===== src/rtl/rat_io_pkg.sv =====
// Shared RAT I/O definitions: port IDs, UART RX status bit positions and receive FSM states.
package rat_io_pkg;

  localparam logic [7:0] SWITCHES_ID       = 8'h20;
  localparam logic [7:0] LEDS_ID           = 8'h40;
  localparam logic [7:0] SEVSEG_ID         = 8'h81;
  localparam logic [7:0] UART_RX_DATA_ID   = 8'h21;
  localparam logic [7:0] UART_RX_STATUS_ID = 8'h22;

  localparam int ST_NE   = 0;
  localparam int ST_FULL = 1;
  localparam int ST_OVR  = 2;
  localparam int ST_FERR = 3;
  localparam int ST_PERR = 4;

  typedef enum logic [2:0] {
    RX_IDLE   = 3'd0,
    RX_START  = 3'd1,
    RX_DATA   = 3'd2,
    RX_PARITY = 3'd3,
    RX_STOP   = 3'd4
  } rx_state_e;

  // The status byte has only three bits for the occupancy count.
  function automatic logic [2:0] sat_count(input logic [4:0] c);
    return (c > 5'd7) ? 3'd7 : c[2:0];
  endfunction

endpackage


===== src/rtl/rat_byte_fifo.sv =====
// Synchronous byte FIFO with a combinational head; push on full is accepted only alongside a pop.
module rat_byte_fifo #(
  parameter int DEPTH = 4
) (
  input  logic                   CLK,
  input  logic                   RESET,
  input  logic                   push,
  input  logic [7:0]             push_data,
  input  logic                   pop,
  output logic [7:0]             head,
  output logic                   full,
  output logic                   empty,
  output logic [$clog2(DEPTH):0] count
);

  localparam int AW = $clog2(DEPTH);

  logic [7:0]    mem [DEPTH];
  logic [AW-1:0] wr_ptr;
  logic [AW-1:0] rd_ptr;
  logic          do_push;
  logic          do_pop;

  assign empty   = (count == '0);
  assign full    = (count == (AW+1)'(DEPTH));
  assign do_pop  = pop & ~empty;
  assign do_push = push & (~full | do_pop);
  assign head    = mem[rd_ptr];

  always_ff @(posedge CLK) begin
    if (do_push) mem[wr_ptr] <= push_data;
  end

  always_ff @(posedge CLK or posedge RESET) begin
    if (RESET) begin
      wr_ptr <= '0;
      rd_ptr <= '0;
      count  <= '0;
    end else begin
      if (do_push) wr_ptr <= wr_ptr + 1'b1;
      if (do_pop)  rd_ptr <= rd_ptr + 1'b1;
      case ({do_push, do_pop})
        2'b10:   count <= count + 1'b1;
        2'b01:   count <= count - 1'b1;
        default: count <= count;
      endcase
    end
  end

endmodule


===== src/rtl/rat_uart_rx_port.sv =====
// UART receiver on the RAT IN-port bus: 8N1 deserialiser, byte FIFO, data/status read mux.
// Optional even parity bit enabled by defining UART_RX_PARITY_EN.
//
// state     | meaning
// RX_IDLE   | line idle, waiting for a genuine falling edge
// RX_START  | half a bit time into start bit; confirm it is still low
// RX_DATA   | sampling 8 data bits LSB first, one per bit time
// RX_PARITY | sampling the even-parity bit (UART_RX_PARITY_EN only)
// RX_STOP   | sampling stop bit; push byte or flag framing error
module rat_uart_rx_port
  import rat_io_pkg::*;
#(
  parameter int         CLK_FREQ   = 50_000_000,
  parameter int         BAUD       = 115200,
  parameter int         FIFO_DEPTH = 4,
  parameter logic [7:0] DATA_ID    = UART_RX_DATA_ID,
  parameter logic [7:0] STATUS_ID  = UART_RX_STATUS_ID
) (
  input  logic       CLK,
  input  logic       RESET,
  input  logic       RX,
  input  logic [7:0] PORT_ID,
  input  logic       IO_STRB,
  input  logic [7:0] OUT_PORT,
  output logic [7:0] IN_PORT_OUT,
  output logic       INT_REQ
);

  localparam int DIVISOR = CLK_FREQ / BAUD;
  localparam int HALF    = DIVISOR / 2;
  localparam int CNT_W   = $clog2(DIVISOR + 1);

  logic [1:0]       rx_sync;
  logic [1:0]       prime;
  logic             rx_s;
  logic             rx_prev;
  logic             fall;

  rx_state_e        state;
  logic [CNT_W-1:0] cnt;
  logic [2:0]       bit_idx;
  logic [7:0]       shift;
  logic             cnt_done;
  logic             stop_smp;
  logic             par_ok;

  logic             push;
  logic             pop_req;
  logic             clr_strb;
  logic [7:0]       head;
  logic             full;
  logic             empty;
  logic [$clog2(FIFO_DEPTH):0] fifo_count;

  logic             ovr;
  logic             ferr;
  logic             perr;
  logic             ovr_set;
  logic             ferr_set;
  logic [7:0]       status;

`ifdef UART_RX_PARITY_EN
  logic             par_bad;
  logic             perr_set;
  logic             unused_out_bits;
  assign unused_out_bits = ^{OUT_PORT[7:5], OUT_PORT[1:0]};
`else
  logic             unused_out_bits;
  assign unused_out_bits = ^{OUT_PORT[7:4], OUT_PORT[1:0]};
`endif

  // Sync flops reset high; prime keeps edge detection off until they carry real line data,
  // so a frame in progress at reset release does not look like a new start bit.
  always_ff @(posedge CLK or posedge RESET) begin
    if (RESET) begin
      rx_sync <= 2'b11;
      prime   <= 2'b00;
      rx_prev <= 1'b0;
    end else begin
      rx_sync <= {rx_sync[0], RX};
      prime   <= {prime[0], 1'b1};
      rx_prev <= rx_s & prime[1];
    end
  end

  assign rx_s     = rx_sync[1];
  assign fall     = rx_prev & ~rx_s;
  assign cnt_done = (cnt == '0);
  assign stop_smp = (state == RX_STOP) && cnt_done;

  always_ff @(posedge CLK or posedge RESET) begin
    if (RESET) begin
      state   <= RX_IDLE;
      cnt     <= '0;
      bit_idx <= '0;
      shift   <= '0;
`ifdef UART_RX_PARITY_EN
      par_bad <= 1'b0;
`endif
    end else begin
      case (state)
        RX_IDLE: begin
          if (fall) begin
            state   <= RX_START;
            cnt     <= CNT_W'(HALF - 1);
            bit_idx <= '0;
`ifdef UART_RX_PARITY_EN
            par_bad <= 1'b0;
`endif
          end
        end
        RX_START: begin
          if (cnt_done) begin
            cnt   <= CNT_W'(DIVISOR - 1);
            state <= rx_s ? RX_IDLE : RX_DATA;
          end else begin
            cnt <= cnt - 1'b1;
          end
        end
        RX_DATA: begin
          if (cnt_done) begin
            shift   <= {rx_s, shift[7:1]};
            cnt     <= CNT_W'(DIVISOR - 1);
            bit_idx <= bit_idx + 1'b1;
            if (bit_idx == 3'd7) begin
`ifdef UART_RX_PARITY_EN
              state <= RX_PARITY;
`else
              state <= RX_STOP;
`endif
            end
          end else begin
            cnt <= cnt - 1'b1;
          end
        end
`ifdef UART_RX_PARITY_EN
        RX_PARITY: begin
          if (cnt_done) begin
            par_bad <= (rx_s != ^shift);
            cnt     <= CNT_W'(DIVISOR - 1);
            state   <= RX_STOP;
          end else begin
            cnt <= cnt - 1'b1;
          end
        end
`endif
        RX_STOP: begin
          if (cnt_done) state <= RX_IDLE;
          else          cnt   <= cnt - 1'b1;
        end
        default: state <= RX_IDLE;
      endcase
    end
  end

`ifdef UART_RX_PARITY_EN
  assign par_ok   = ~par_bad;
  assign perr_set = (state == RX_PARITY) && cnt_done && (rx_s != ^shift);
`else
  assign par_ok   = 1'b1;
`endif

  assign push     = stop_smp & rx_s & par_ok;
  assign ferr_set = stop_smp & ~rx_s;
  assign pop_req  = IO_STRB && (PORT_ID == DATA_ID);
  assign clr_strb = IO_STRB && (PORT_ID == STATUS_ID);
  assign ovr_set  = push & full & ~pop_req;

  rat_byte_fifo #(.DEPTH(FIFO_DEPTH)) u_fifo (
    .CLK       (CLK),
    .RESET     (RESET),
    .push      (push),
    .push_data (shift),
    .pop       (pop_req),
    .head      (head),
    .full      (full),
    .empty     (empty),
    .count     (fifo_count)
  );

  // Sticky flags: a same-cycle set beats the write-1-to-clear.
  always_ff @(posedge CLK or posedge RESET) begin
    if (RESET) begin
      ovr  <= 1'b0;
      ferr <= 1'b0;
    end else begin
      ovr  <= ovr_set  | (ovr  & ~(clr_strb & OUT_PORT[ST_OVR]));
      ferr <= ferr_set | (ferr & ~(clr_strb & OUT_PORT[ST_FERR]));
    end
  end

`ifdef UART_RX_PARITY_EN
  always_ff @(posedge CLK or posedge RESET) begin
    if (RESET) perr <= 1'b0;
    else       perr <= perr_set | (perr & ~(clr_strb & OUT_PORT[ST_PERR]));
  end
`else
  assign perr = 1'b0;
`endif

  always_comb begin
    status                = '0;
    status[ST_NE]         = ~empty;
    status[ST_FULL]       = full;
    status[ST_OVR]        = ovr;
    status[ST_FERR]       = ferr;
    status[ST_PERR]       = perr;
    status[7:5]           = sat_count(5'(fifo_count));
  end

  always_comb begin
    IN_PORT_OUT = 8'h00;
    if (PORT_ID == DATA_ID)        IN_PORT_OUT = empty ? 8'h00 : head;
    else if (PORT_ID == STATUS_ID) IN_PORT_OUT = status;
  end

  assign INT_REQ = ~empty;

endmodule


===== config.mk =====
export PLATFORM = sky130hd
export DESIGN_NAME = rat_uart_rx_port
export DESIGN_NICKNAME = d
export VERILOG_FILES = /design/src/rtl/rat_io_pkg.sv /design/src/rtl/rat_byte_fifo.sv /design/src/rtl/rat_uart_rx_port.sv
export SDC_FILE = /design/constraint.sdc
export NUM_CORES = 1
export LEC_CHECK = 0
export CORE_ASPECT_RATIO = 0.7
export CORE_MARGIN = 2
export CORE_UTILIZATION = 45
export DETAILED_ROUTE_END_ITERATION = 10
export GPL_TIMING_DRIVEN = 0
export PLACE_DENSITY = 0.66
export SLEW_MARGIN = 20
export SYNTH_ARGS = -nofsm -noshare
export SYNTH_HDL_FRONTEND = slang
export SYNTH_SLANG_ARGS = --single-unit

===== constraint.sdc =====
create_clock -name CLK -period 6.7 [get_ports CLK]
set_input_delay 1.005 -clock CLK [delete_from_list [all_inputs] [get_ports CLK]]
set_output_delay 1.005 -clock CLK [all_outputs]
set_load 0.01 [all_outputs]

# Yosys cells after proc, flatten, opt, wreduce, memory -nomap -nowiden
# Memory sizes are Yosys's and may differ from the RTL's.
# Cells that the tools add are included.
# op_classes
addsub,6
eq_ne,15
muxes,20
bitwise_logic,21
n_reduce_logical,14
# ops
op,count
9-bit two-way mux,3
9-bit case mux with 3 select lines,1
8-bit two-way mux,3
3-bit two-way mux,7
"8-bit by 6-bit == test with 1-bit output, second input constant",2
1-bit AND,12
"2-bit != test, second input constant",6
3-bit case mux with 2 select lines,2
3-bit case mux with 4 select lines,1
"3-bit == test, second input constant",3
9-bit logical NOT,1
"9-bit by 1-bit subtractor with 9-bit output, second input constant",1
"3-bit by 1-bit adder with 3-bit output, second input constant",2
3-bit logical NOT,2
1-bit inverter,6
3-bit AND reduction,2
5-bit AND reduction,1
"2-bit by 1-bit adder with 2-bit output, second input constant",2
2-bit nonzero test,2
"3-bit by 1-bit == test with 1-bit output, second input constant",1
"3-bit by 2-bit == test with 1-bit output, second input constant",1
1-bit logical AND,3
1-bit OR,3
3-bit nonzero test,1
other kinds (7),8
# word_totals
ff_bits,37
mem_bits_rw,32
inputBits,20
output_inout_bits,9
n_memories,1
# memory_table
name,words,width,read_ports,rd_clocked_by_memory_dff,wr,line,text
u_fifo.mem,4,8,1,0,1,rat_byte_fifo.sv:18,logic [7:0] mem [DEPTH];

# Depth between registers and ports, before layout
# Gate-level depths: netlist of the first run.
# logic_depth
word_depth,7
ltp_mapped,10
ltp_nobuf,9

# By module
# A second synthesis of the first run with hierarchy kept.
# hier_totals
cells_unflattened,244
hier_area_um2,3275.6
# modules_own_cells
module,n_inst,cells_each,area_each_um2,seq_area_each_um2
rat_uart_rx_port,1,163,1684.1,753.2
rat_byte_fifo,1,81,1591.5,1136.1

# Least setup slack after synthesis of the first run
# Ideal clock, no wire load.
# synth_path
path_type,input -> output
from,in PORT_ID[3]
to,out IN_PORT_OUT[1]
arrival_time_ns,2.084
t_required_ns,5.695
setup_slack_ns,3.611
path_stages,4
cell_sequence,nor4b_1 -> and2_1 -> nand3_1 -> o21ai_0
# synth_between
elab_chain_cells,3
# synth_rtl
item,line,text
from (decl),rat_uart_rx_port.sv:22,"input logic [7:0] PORT_ID,"
8-bit by 6-bit == test with 1-bit output,rat_uart_rx_port.sv:214,else if (PORT_ID == STATUS_ID) IN_PORT_OUT = status;
8-bit two-way mux,rat_uart_rx_port.sv:214,
8-bit two-way mux (*),rat_uart_rx_port.sv:213,if (PORT_ID == DATA_ID) IN_PORT_OUT = empty ? 8'h00 : head;
to (decl),rat_uart_rx_port.sv:25,"output logic [7:0] IN_PORT_OUT,"
# Mark *: on every way between the ends. The rest lies on a longest branch, timed or not.

# Final worst setup path of the first run
# Ends and elaborated chain as after synthesis.

==> results of run 1 <==
-- power by group --
group | total, uW | internal (uW) | switching (uW)
combinational | 152 | 69.1 | 82.6
clock | 330 | 147 | 183
sequential | 499 | 466 | 32.4
-- cells by family (layout without fill, tap and decap cells) --
logic type | after synthesis | count (layout) | synth area share
compound gates | 55 | 55 | 0.1094
xor+xnor | 7 | 7 | 0.01855
fa+ha+maj | 9 | 9 | 0.03634
buf+inv | 28 | 67 | 0.03482
flops | 69 | 69 | 0.5715
mux | 17 | 17 | 0.08516
other cells | 1 | 1 | 0.001134
simple gates | 83 | 83 | 0.1431
-- area by class of cell --
type	count	share of cell area
Multi-Input combinational cell	172	0.3358
Timing Repair Buffer	23	0.06393
Buffer	11	0.01324
Inverter	17	0.01647
Clock buffer	9	0.03197
Tap cell	98	0.03164
Clock inverter	7	0.01937
Sequential cell	69	0.4876
-- metal layers --
metal	track usage	up-vias	part of all wire
met5	0	-	0
li1	-	1054	-
met3	0.05817	10	0.048
met2	0.2607	32	0.44
met4	0.05916	0	0.016
met1	0.2348	1067	0.50
-- worst min path at each step --
stage / to / slack [ns] / cells past startpoint
final: prime[1]$_DFF_PP0_ / 0.35 / 0
after CTS: prime[1]$_DFF_PP0_ / 0.35 / 0
after detailed placement: prime[1]$_DFF_PP0_ / 0.33 / 0
after global placement: prime[1]$_DFF_PP0_ / 0.33 / 0
after floorplan: prime[1]$_DFF_PP0_ / 0.33 / 0
after global routing: rx_sync[1]$_DFF_PP1_ / 0.37 / 0
-- cells in the final DEF (no fill, tap or decap), types with 4 or more instances in the layout --
master	Yosys	routed
clkbuf_8	0	9
ha_1	8	8
and2_1	6	6
nor2b_1	4	4
clkdlybuf4s50_1	0	22
a21oi_1	11	11
mux2_2	9	9
or3_1	6	6
nand3b_1	5	5
a22o_1	5	5
nand2_1	19	19
nor3_1	4	4
nor2_1	12	12
inv_1	17	16
clkbuf_1	7	7
mux4_2	8	8
dfrtp_1	35	35
edfxtp_1	32	32
xnor2_1	6	6
nand3_1	7	7
o21ai_0	17	17
-- metrics by stage --
| stage | power, uW | instances | hold slack (ns) | setup slack, ns | instance area, um2 |
|---|---|---|---|---|---|
| 2_1_floorplan | 612.5 | 269 | 0.3312 | 3.611 | 3306 |
| 3_3_place_gp | 651.0 | 389 | 0.3317 | 2.408 | 3649 |
| 3_5_place_dp | 659.4 | 390 | 0.3347 | 2.362 | 3676 |
| 4_1_cts | 989.6 | 406 | 0.3548 | 2.352 | 3875 |
| 5_1_grt | 1034 | 406 | 0.3652 | 2.179 | 3875 |
| 6_report | 980.1 | 406 | 0.3523 | 2.357 | 3875 |
-- registers in the layout, summed over array words and instances, names as in the netlist --
signal         flops
ferr               1
prime              2
bit_idx            3
cnt                9
rx_prev            1
ovr                1
state              3
u_fifo.rd_ptr      2
shift              8
u_fifo.count       3
rx_sync            2
u_fifo.mem        32
u_fifo.wr_ptr      2
==> results.toml, run 1 <==
[timing]
hold_viol = 0
slew_violations = 0
post-route-min-period_ns = 4.343
tightest_slew_ns = 0.7770
maxSlewHeadroom = 0.4820
max_freq_mhz = 230.3
fin_skew_ns = 0.01056
finalSetupTns_ns = 0
rsz0062_at_grt = "no"
final-setup-viol-count = 0
period_share = 0.6482

[worst_setup_path]
path_common_cell = "clkdlybuf4s50_1"
ff2ff_setup_slack_ns = 3.67
end_kind = "output pin"
worst-path-stages = 6
worstSetupPathType = "in -> out"
crit_end = "IN_PORT_OUT[1]"
startpoint_type = "input port"
cp.required_ns = 5.69
crit_path_max_fanout = 7
critPathArrivalTime_ns = 3.34
cp_cell_sequence = "clkdlybuf4s50_1 -> nor4b_1 -> and2_1 -> nand3_1 -> o21ai_0 -> clkdlybuf4s50_1"
r2r-end = "u_fifo.mem[3][1]$_DFFE_PP_"
path_buf_inv = 2
crit_family = "simple AND/OR/NAND/NOR gates"
cpPeakStageDelay_ns = 0.59
worstRegToRegCells = 6
slowest_stage = "clkdlybuf4s50_1"
timing.rr.start = "cnt[0]$_DFFE_PP0P_"
startpoint = "PORT_ID[3]"

[floorplanning]
fp-row-count = 26
initial_utilization = 0.4577
ios = 29
die_h_um = 75.71
die_area_um2 = 8059
core-area_um2 = 7222
die_width_um = 106.4

[placed_design]
io_buffers = 22
place.gp.congestion = 0.8141
dp_hpwl_um = 4480

[grt]
grt_pass1_vias = 2026
grt_overflow_total = 0
grt_start_max_net_pins = 21
track_usage = 0.1714
antenna_found_initial = 0
grt_pass1_wl_um = 10110

[synth]
synthArstFlopShare = 0.5362
yosysTopAreaCell = "edfxtp_1"
syn_area_um2 = 3306
synth_warnings = 0
postSynthAreaPerCell_um2 = 12.29
synth_edf_count = 32
syn_inst = 269
synth_common_cells = "dfrtp_1 (35), edfxtp_1 (32), nand2_1 (19), inv_1 (17), o21ai_0 (17)"
ys_top_cells_by_area = "edfxtp_1 (29%), dfrtp_1 (26%), mux4_2 (5.5%), mux2_2 (3.1%), ha_1 (3.0%)"
syn-num-nets = 298
post-synth-top-count-cell = "dfrtp_1"
synth_flop_cell = "dfrtp_1"
synth_cell_types = 55
netlist.area_leader.share = 0.2907
ys_seq_area_frac = 0.5715
ys_ff_latch = 69

[drt]
viasPerCell = 5.328
drc_errors = 0
routed_wl_um = 6248
wl_per_cell_um = 15.39
ant_nets = 0
dr_total_vias = 2163
first_iter_violations = 148
first_pass_iters = 4

[clock_network]
numCtsBuffers = 9
cts_hold_buffers = 0
cts.reportedPaths.clkPinSlew_ns = 0.08
clock_path_buffers = 2
cts_resized = 0
root_buffer = "clkbuf_8"
cts.sinks = 69
clk_latency_ns = 0.36
htree_num_levels = 3
cts_tree = "done"
cts_setup_buffers = 0

[layout]
drive_above_1_share = 0.1494
register_area_um2 = 1889
utilization = 0.5366
syn_to_final_growth_pct = 17.22
nFillCells = 640
multi_input_area_um2 = 1301
num-nets-final = 332
diodes = 0

[hold_path]
min_from = "prime[0]$_DFF_PP0_"
hp-class = "reg -> reg"

[power_and_ir_drop]
power.density_nw_per_um2 = 252.9
leakagePower_uw = 0.001515
max-vdd-ir-drop_v = 0.0001230

[status]
status = "complete, no violations"

[job]
maxCapViolations = 0
Power figures use the tool's default switching activity.
==> run 2, diff against run 1 <==
Clock period 6.7 ns to 4.32 ns, I/O delays scaled along.
==> results of run 2 <==
Same layout as run 1 (identical final DEF). Status: complete, no violations.
Among the figures that moved: setup slack after placement 2.362 ns -> 0.6958 ns; setup slack after layout 2.357 ns -> 0.6911 ns; register-to-register setup slack 3.67 ns -> 1.29 ns; total power 980.1 uW -> 1520 uW; worst IR drop on VDD 0.0001230 V -> 0.0001907 V
